--- src/rtl/obstacle_scheduler_if.sv ---
// Handshake/bus bundle between the game-flow scheduler and its environment.
// Latency: none (wires only).
// Backpressure: none; slot availability is signalled through slot_busy.
//
// Signals:
//   game_en    : one-clk game tick enable
//   start      : one-clk start pulse
//   collision  : collision level from the detector
//   slot_busy  : per-slot busy flags
//   spawn_req  : one-hot, one-clk spawn pulse per slot
//   amplitude  : arc amplitude for the slot just granted
//   level      : current difficulty level
//   game_over  : high while the game is over
//   running    : high while the game runs
interface obstacle_scheduler_if;
    logic       game_en;
    logic       start;
    logic       collision;
    logic [3:0] slot_busy;
    logic [3:0] spawn_req;
    logic [9:0] amplitude;
    logic [3:0] level;
    logic       game_over;
    logic       running;

    // Environment side: drives ticks, button and collision, observes spawns.
    modport master (
        output game_en, start, collision, slot_busy,
        input  spawn_req, amplitude, level, game_over, running
    );

    // Scheduler side.
    modport slave (
        input  game_en, start, collision, slot_busy,
        output spawn_req, amplitude, level, game_over, running
    );
endinterface

--- src/rtl/obstacle_scheduler.sv ---
// Spawn sequencer for four obstacle slots: paces spawns, picks a free slot round-robin, ramps difficulty.
// Latency: spawn_req/amplitude appear one clk after the deciding game_en cycle; all outputs registered.
// Backpressure: when every slot is busy, the grant is held off and retried on each following tick.
//
// Ports:
//   clk : system clock
//   rst : asynchronous, active-low reset
//   bus : obstacle_scheduler_if.slave (game_en, start, collision, slot_busy in;
//         spawn_req, amplitude, level, game_over, running out)
module obstacle_scheduler #(
    parameter logic [7:0]  BASE_GAP         = 8'd24,
    parameter logic [7:0]  MIN_GAP          = 8'd6,
    parameter logic [7:0]  GAP_STEP         = 8'd2,
    parameter logic [7:0]  SPAWNS_PER_LEVEL = 8'd8,
    parameter logic [15:0] LFSR_SEED        = 16'hACE1
) (
    input  logic                       clk,
    input  logic                       rst,
    obstacle_scheduler_if.slave        bus
);

    typedef enum logic [1:0] {
        S_IDLE = 2'd0,
        S_RUN  = 2'd1,
        S_OVER = 2'd2
    } state_t;

    state_t      state;
    state_t      state_nxt;

    logic [15:0] lfsr;
    logic [15:0] lfsr_nxt;
    logic [7:0]  gap_cnt;
    logic [7:0]  cur_gap;
    logic [7:0]  lvl_cnt;
    logic [1:0]  rr_ptr;

    logic        start_go;
    logic        tick_run;
    logic        grant_vld;
    logic [1:0]  grant_idx;
    logic [1:0]  cand;
    logic [8:0]  gap_sub;
    logic [7:0]  gap_dec;

    // ------------------------------------------------------------------
    // Game-flow FSM
    // ------------------------------------------------------------------
    always_ff @(posedge clk or negedge rst) begin
        if (!rst) begin
            state <= S_IDLE;
        end else begin
            state <= state_nxt;
        end
    end

    always_comb begin
        state_nxt = state;
        start_go  = 1'b0;
        tick_run  = 1'b0;
        case (state)
            S_IDLE, S_OVER: begin
                // start beats a simultaneous collision outside RUN
                if (bus.start) begin
                    state_nxt = S_RUN;
                    start_go  = 1'b1;
                end
            end
            S_RUN: begin
                // collision preempts any tick in the same cycle
                if (bus.collision) begin
                    state_nxt = S_OVER;
                end else if (bus.game_en) begin
                    tick_run = 1'b1;
                end
            end
            default: state_nxt = S_IDLE;
        endcase
    end

    // ------------------------------------------------------------------
    // Slot pick: first free slot starting at rr_ptr. Scanning from the
    // far end down lets the nearest free slot overwrite the others.
    // ------------------------------------------------------------------
    always_comb begin
        grant_vld = 1'b0;
        grant_idx = 2'd0;
        cand      = 2'd0;
        for (int i = 3; i >= 0; i--) begin
            cand = rr_ptr + 2'(i);
            if (!bus.slot_busy[cand]) begin
                grant_vld = 1'b1;
                grant_idx = cand;
            end
        end
    end

    // Gap shrink in 9 bits so a step larger than the gap cannot wrap.
    always_comb begin
        gap_sub = {1'b0, cur_gap} - {1'b0, GAP_STEP};
        if (gap_sub[8] || (gap_sub[7:0] < MIN_GAP)) begin
            gap_dec = MIN_GAP;
        end else begin
            gap_dec = gap_sub[7:0];
        end
    end

    // Galois LFSR, right shift, taps 16'hB400.
    always_comb begin
        lfsr_nxt = {1'b0, lfsr[15:1]};
        if (lfsr[0]) begin
            lfsr_nxt = lfsr_nxt ^ 16'hB400;
        end
    end

    // ------------------------------------------------------------------
    // Datapath and registered outputs
    // ------------------------------------------------------------------
    always_ff @(posedge clk or negedge rst) begin
        if (!rst) begin
            lfsr          <= LFSR_SEED;
            gap_cnt       <= BASE_GAP;
            cur_gap       <= BASE_GAP;
            lvl_cnt       <= 8'd0;
            rr_ptr        <= 2'd0;
            bus.spawn_req <= 4'd0;
            bus.amplitude <= 10'd0;
            bus.level     <= 4'd0;
            bus.game_over <= 1'b0;
            bus.running   <= 1'b0;
        end else begin
            lfsr          <= lfsr_nxt;
            bus.spawn_req <= 4'd0;
            bus.running   <= (state_nxt == S_RUN);
            bus.game_over <= (state_nxt == S_OVER);

            if (start_go) begin
                // LFSR deliberately keeps running across restarts
                gap_cnt   <= BASE_GAP;
                cur_gap   <= BASE_GAP;
                lvl_cnt   <= 8'd0;
                rr_ptr    <= 2'd0;
                bus.level <= 4'd0;
            end else if (tick_run) begin
                if (gap_cnt != 8'd0) begin
                    gap_cnt <= gap_cnt - 8'd1;
                end else if (grant_vld) begin
                    bus.spawn_req <= 4'b0001 << grant_idx;
                    bus.amplitude <= {3'b000, lfsr[6:0]};
                    rr_ptr        <= grant_idx + 2'd1;
                    if (lvl_cnt == SPAWNS_PER_LEVEL - 8'd1) begin
                        lvl_cnt <= 8'd0;
                        if (bus.level != 4'hF) begin
                            bus.level <= bus.level + 4'd1;
                        end
                        cur_gap <= gap_dec;
                        gap_cnt <= gap_dec;
                    end else begin
                        lvl_cnt <= lvl_cnt + 8'd1;
                        gap_cnt <= cur_gap;
                    end
                end
                // all slots busy: gap_cnt stays 0, retry on next tick
            end
        end
    end

endmodule

--- src/flat_wrapper.sv ---
// flat-port wrapper written by rule: the top's interface ports become plain ports
module obstacle_scheduler_flat 
#(
    parameter logic [7:0]  BASE_GAP         = 8'd24,
    parameter logic [7:0]  MIN_GAP          = 8'd6,
    parameter logic [7:0]  GAP_STEP         = 8'd2,
    parameter logic [7:0]  SPAWNS_PER_LEVEL = 8'd8,
    parameter logic [15:0] LFSR_SEED        = 16'hACE1
)
  (clk, rst, bus_game_en, bus_start, bus_collision, bus_slot_busy, bus_spawn_req, bus_amplitude, bus_level, bus_game_over, bus_running);
  obstacle_scheduler_if bus_i ();
  input  logic clk;
  input  logic rst;
  input wire logic [$bits(bus_i.game_en)-1:0] bus_game_en;
  input wire logic [$bits(bus_i.start)-1:0] bus_start;
  input wire logic [$bits(bus_i.collision)-1:0] bus_collision;
  input wire logic [$bits(bus_i.slot_busy)-1:0] bus_slot_busy;
  output wire logic [$bits(bus_i.spawn_req)-1:0] bus_spawn_req;
  output wire logic [$bits(bus_i.amplitude)-1:0] bus_amplitude;
  output wire logic [$bits(bus_i.level)-1:0] bus_level;
  output wire logic [$bits(bus_i.game_over)-1:0] bus_game_over;
  output wire logic [$bits(bus_i.running)-1:0] bus_running;
  assign bus_i.game_en = bus_game_en;
  assign bus_i.start = bus_start;
  assign bus_i.collision = bus_collision;
  assign bus_i.slot_busy = bus_slot_busy;
  assign bus_spawn_req = bus_i.spawn_req;
  assign bus_amplitude = bus_i.amplitude;
  assign bus_level = bus_i.level;
  assign bus_game_over = bus_i.game_over;
  assign bus_running = bus_i.running;
  obstacle_scheduler #(.BASE_GAP(BASE_GAP), .MIN_GAP(MIN_GAP), .GAP_STEP(GAP_STEP), .SPAWNS_PER_LEVEL(SPAWNS_PER_LEVEL), .LFSR_SEED(LFSR_SEED)) u_core (.clk(clk), .rst(rst), .bus(bus_i));
endmodule
--- config.mk ---
export PLATFORM = sky130hd
export DESIGN_NAME = obstacle_scheduler_flat
export DESIGN_NICKNAME = d
export VERILOG_FILES = /design/src/rtl/obstacle_scheduler_if.sv /design/src/rtl/obstacle_scheduler.sv /design/src/flat_wrapper.sv
export SDC_FILE = /design/constraint.sdc
export NUM_CORES = 1
export LEC_CHECK = 0
export CORE_MARGIN = 3
export CORE_UTILIZATION = 35
export CTS_BUF_LIST = sky130_fd_sc_hd__clkbuf_4 sky130_fd_sc_hd__clkbuf_8
export DETAILED_ROUTE_END_ITERATION = 12
export SETUP_SLACK_MARGIN = 0.15
export SLEW_MARGIN = 25
export SYNTH_ARGS = -nofsm -noshare
export SYNTH_HDL_FRONTEND = slang
export SYNTH_SLANG_ARGS = --single-unit
export TNS_END_PERCENT = 10
--- constraint.sdc ---
create_clock -name clk -period 2.75 [get_ports clk]
set_clock_uncertainty 0.1 [all_clocks]
set_input_delay 0.4125 -clock clk [delete_from_list [all_inputs] [get_ports clk]]
set_output_delay 0.4125 -clock clk [all_outputs]
set_load 0.02 [all_outputs]
==> impl_results.md <==
* Most instantiated flip-flop cell in the synthesis netlist: sky130_fd_sc_hd__dfrtp_1
* Number of buffers inserted during clock tree synthesis at 9
* Clock sink total at a little over 60
* Number of port buffers at 25
* Fraction of the yosys area taken by sequential cells at 0.5012
* Min Tclk post-route at 2.344 ns
* Final net count at between 300 and 400
* Clock slew seen by the registers of the worst setup and hold paths at 0.07 ns
* Wire length of the first global-routing pass at around 11 mm
* Number of max-capacitance violations reported at 0
* Final WL at around 6.6 mm
* Post-Synth XOR/XNOR Area at 0.02848
* Required time of the worst setup path at around 2.9 ns
* Number of hold buffers added after cts at 0
* Buf+Inv Stages, Crit Path at 0
* Ratio of total power to cell area at 547.3 nW/um^2
* Detailed placement HPWL at between 4 and 5 mm
* Via/cell ratio at 5.227
* Detailed-router iteration count before antenna repair at 4
* Hold WC Path Type: in2async
* Critical path launch point type: flop
* Worst skew pair latency at roughly 0.34 ns
* Top-area cell type share of the netlist area at 0.3987
* Htree depth at 3
* Leakage component of the power at 1.573 nW
* Final antenna diode count at 0
* Routability congestion estimate from global placement at approximately 0.78
* Number of slew-limit violations in the final report at 0
* Row Count at 33
* Outcome: finished clean
* Setup violators final at 0
* Setup repair after global routing missed its margin: no
* Post-synthesis compound-gate area fraction at 0.1579
* Root buffer cell: sky130_fd_sc_hd__clkbuf_8
* Synth Instances at 310
* Global route hottest layer: met2
* FMAX at 426.6 MHz
* Die width at roughly 100 um
* Arrival time of the worst setup path at approximately 2.5 ns
* Core Box Area at around 8400 um^2
* Ranking of synthesized cells by area: sky130_fd_sc_hd__dfrtp_1 (40%), sky130_fd_sc_hd__dfstp_2 (10%), sky130_fd_sc_hd__nand2_1 (5.5%), sky130_fd_sc_hd__o21ai_0 (3.4%), sky130_fd_sc_hd__ha_1 (3.3%)
* Starting DRT DRC Count at between 100 and 150
* Share of cells above drive strength 1 at 0.1541
* Maximum number of pins on one net before global-route repair at 62
* Die ar. at just under 10000 um^2
* Area of all placed cells without fillers at about 3600 um^2
* Initial antenna violation count at 0
* Async set-or-reset flop fraction in the synthesized netlist at 1.000
* Post-CTS setup buffers at 0
* Synthesized area at slightly above 3000 um^2
* Number of enable-type register cells in the synthesized netlist at 0
* Highest-delay cell along the critical path: sky130_fd_sc_hd__nor3_2
* Slew Limit Headroom at 0.4951
* Effective utilization at floorplan at 0.3669
* Critical Path End Type: flop
* Post-synthesis sequential element count at 61
* Met3 usage in global routing at 0.03927
* Area after detailed placement at 3415 um^2
* Die Height at approximately 100 um
* Combinational family with the most area after synthesis: simple AND/OR/NAND/NOR gates
* Worst path max stage delay at around 0.53 ns
* Grt met2 use at 0.2175
* P&R area growth vs syn at 17.74%
* DRC viols at 0
* Global routing usage summed across all routing layers at 0.1425
* Final core occ at 0.4320
* Post-DRT Antenna Nets at 0
* Most frequent cells in the layout: sky130_fd_sc_hd__dfrtp_1 (49), sky130_fd_sc_hd__nand2_1 (45), sky130_fd_sc_hd__clkdlybuf4s50_1 (24), sky130_fd_sc_hd__o21ai_0 (21)
* Final clock period utilization by the worst path at 0.8523
* IR Drop Worst-Case VDD at ~0.00031 V
* Gate family responsible for the most delay along the worst path: compound AO/OA/AOI/OAI gates
* Setup TNS at 0 ns
* Number of hold violations in the final report at 0
* Via count at between 2000 and 2500
* Clk buf depth at 2
* Yosys synthesis warning count at 0
* Most common cell after layout, fill and taps aside: sky130_fd_sc_hd__dfrtp_1
* Kind of critical path: reg2reg
* Portion of netlist area occupied by mux cells at 0.006916
* Global-route congestion overflow total at 0
* Critical path, cell by cell: nor3_2, a21oi_2, a311oi_4, nor2_2, o311ai_1, o21ai_1
* GR met1 Demand/Resource at 0.1918
* CTS tree: built
* Critical path peak fanout at 8
* Number of primary I/O pins at 29
* Largest area contributor in the synthesized netlist: sky130_fd_sc_hd__dfrtp_1
* Vias in the first global route at 2343
* Number of unique standard cell types used by synthesis at 62
* Simple-gate portion of the synthesized area at 0.2266
* Measured slew at the worst slew-check pin at roughly 0.76 ns
* Number of gates resized after CTS at 0
* Post-synthesis adder-cell area fraction at 0.03255
* Post-synthesis average cell area at 9.921 um^2
* Mean routed wirelength per cell at roughly 15 um
-- final cells by class --
type	count	area (um^2)
fill	833	4761
sequential	61	1541
multi-input combinational	225	1403
timing repair buffer	33	305.3
clock buffer	12	158.9
tap	105	131.4
clock inverter	4	47.55
inverter	9	33.78
-- worst reg2reg max path: cells and delay by family (launching register included) --
| kind | cells | cell delay, ns |
|---|---|---|
| AND/OR/NAND/NOR | 2 | 0.62 |
| AO/OA/AOI/OAI | 4 | 1.06 |
| flip-flops | 1 | 0.44 |
-- sequential cells by signal (all words and copies together), names as in the netlist --
| signal | count |
|---|---|
| u_core.bus.amplitude | 7 |
| u_core.lfsr | 16 |
| u_core.state | 2 |
| u_core.bus.spawn_req | 4 |
| u_core.lvl_cnt | 8 |
| u_core.cur_gap | 8 |
| u_core.bus.running | 1 |
| u_core.gap_cnt | 8 |
| u_core.bus.level | 4 |
| u_core.rr_ptr | 2 |
| u_core.bus.game_over | 1 |
-- logic make-up (layout without fill, tap and decap cells) --
kind of cell | count (synthesis) | after routing
AOI/OAI and AO/OA | 71 | 71
xor gates and xnor gates | 10 | 10
adders and majority gates | 8 | 8
buffers and inverters | 26 | 58
DFF | 61 | 61
muxes | 2 | 2
other | 1 | 3
and+or+nand+nor | 131 | 131
-- through the flow --
stage                     power [W]  std cells  worst slack [ns]  hold WS (ns)
final                      0.001982        449            0.4061        0.1279
after global routing       0.002072        449            0.2015        0.1800
after CTS                  0.002005        449            0.3924        0.1567
after detailed placement   0.001171        433            0.2545        0.2423
after global placement     0.001168        433            0.2789        0.2376
after floorplan            0.001091        312            0.7661       0.01691
-- synth_stat cells, types with 3 or more instances --
cell type                   n
sky130_fd_sc_hd__and3_1     5
sky130_fd_sc_hd__ha_1       8
sky130_fd_sc_hd__clkbuf_1   3
sky130_fd_sc_hd__nand4_1    5
sky130_fd_sc_hd__inv_1      9
sky130_fd_sc_hd__o31ai_1    5
sky130_fd_sc_hd__a31oi_1    7
sky130_fd_sc_hd__dfstp_2   12
sky130_fd_sc_hd__nand2b_1   4
sky130_fd_sc_hd__nor2b_1    6
sky130_fd_sc_hd__buf_4      7
sky130_fd_sc_hd__a21oi_1   11
sky130_fd_sc_hd__dfrtp_1   49
sky130_fd_sc_hd__nand2_1   45
sky130_fd_sc_hd__buf_2      6
sky130_fd_sc_hd__nor2_1    19
sky130_fd_sc_hd__xor2_1     8
sky130_fd_sc_hd__nor3_1     4
sky130_fd_sc_hd__o21ai_0   21
sky130_fd_sc_hd__nor3_2     3
sky130_fd_sc_hd__nand3_1   19
sky130_fd_sc_hd__and2_1     5
-- path summary, 6_finish.rpt --
kind,from,end,slack [ns],cells after the start
setup / recovery,u_core.cur_gap[1],u_core.gap_cnt[5],0.41,6
setup reg to reg,u_core.cur_gap[1],u_core.gap_cnt[5],0.41,6
max in group asynchronous,rst,u_core.bus.level[0],1.92,2
min in group clk,u_core.lfsr[9],u_core.lfsr[8],0.25,0
hold reg to reg,u_core.lfsr[9],u_core.lfsr[8],0.25,0
hold / removal,rst,u_core.lfsr[12],0.13,2
-- power breakdown --
part	internal (W)	switching [W]
clock	0.000475	0.000350
sequential	0.000929	0.0000287
combinational	0.0000819	0.000116
-- layer usage --
layer  up-vias  part of all wire
met2        52              0.46
met5         -                 0
met3        11             0.046
met1      1139              0.48
li1       1145                 -
met4         0             0.016
Note: power is estimated with default switching activity, not from simulation.
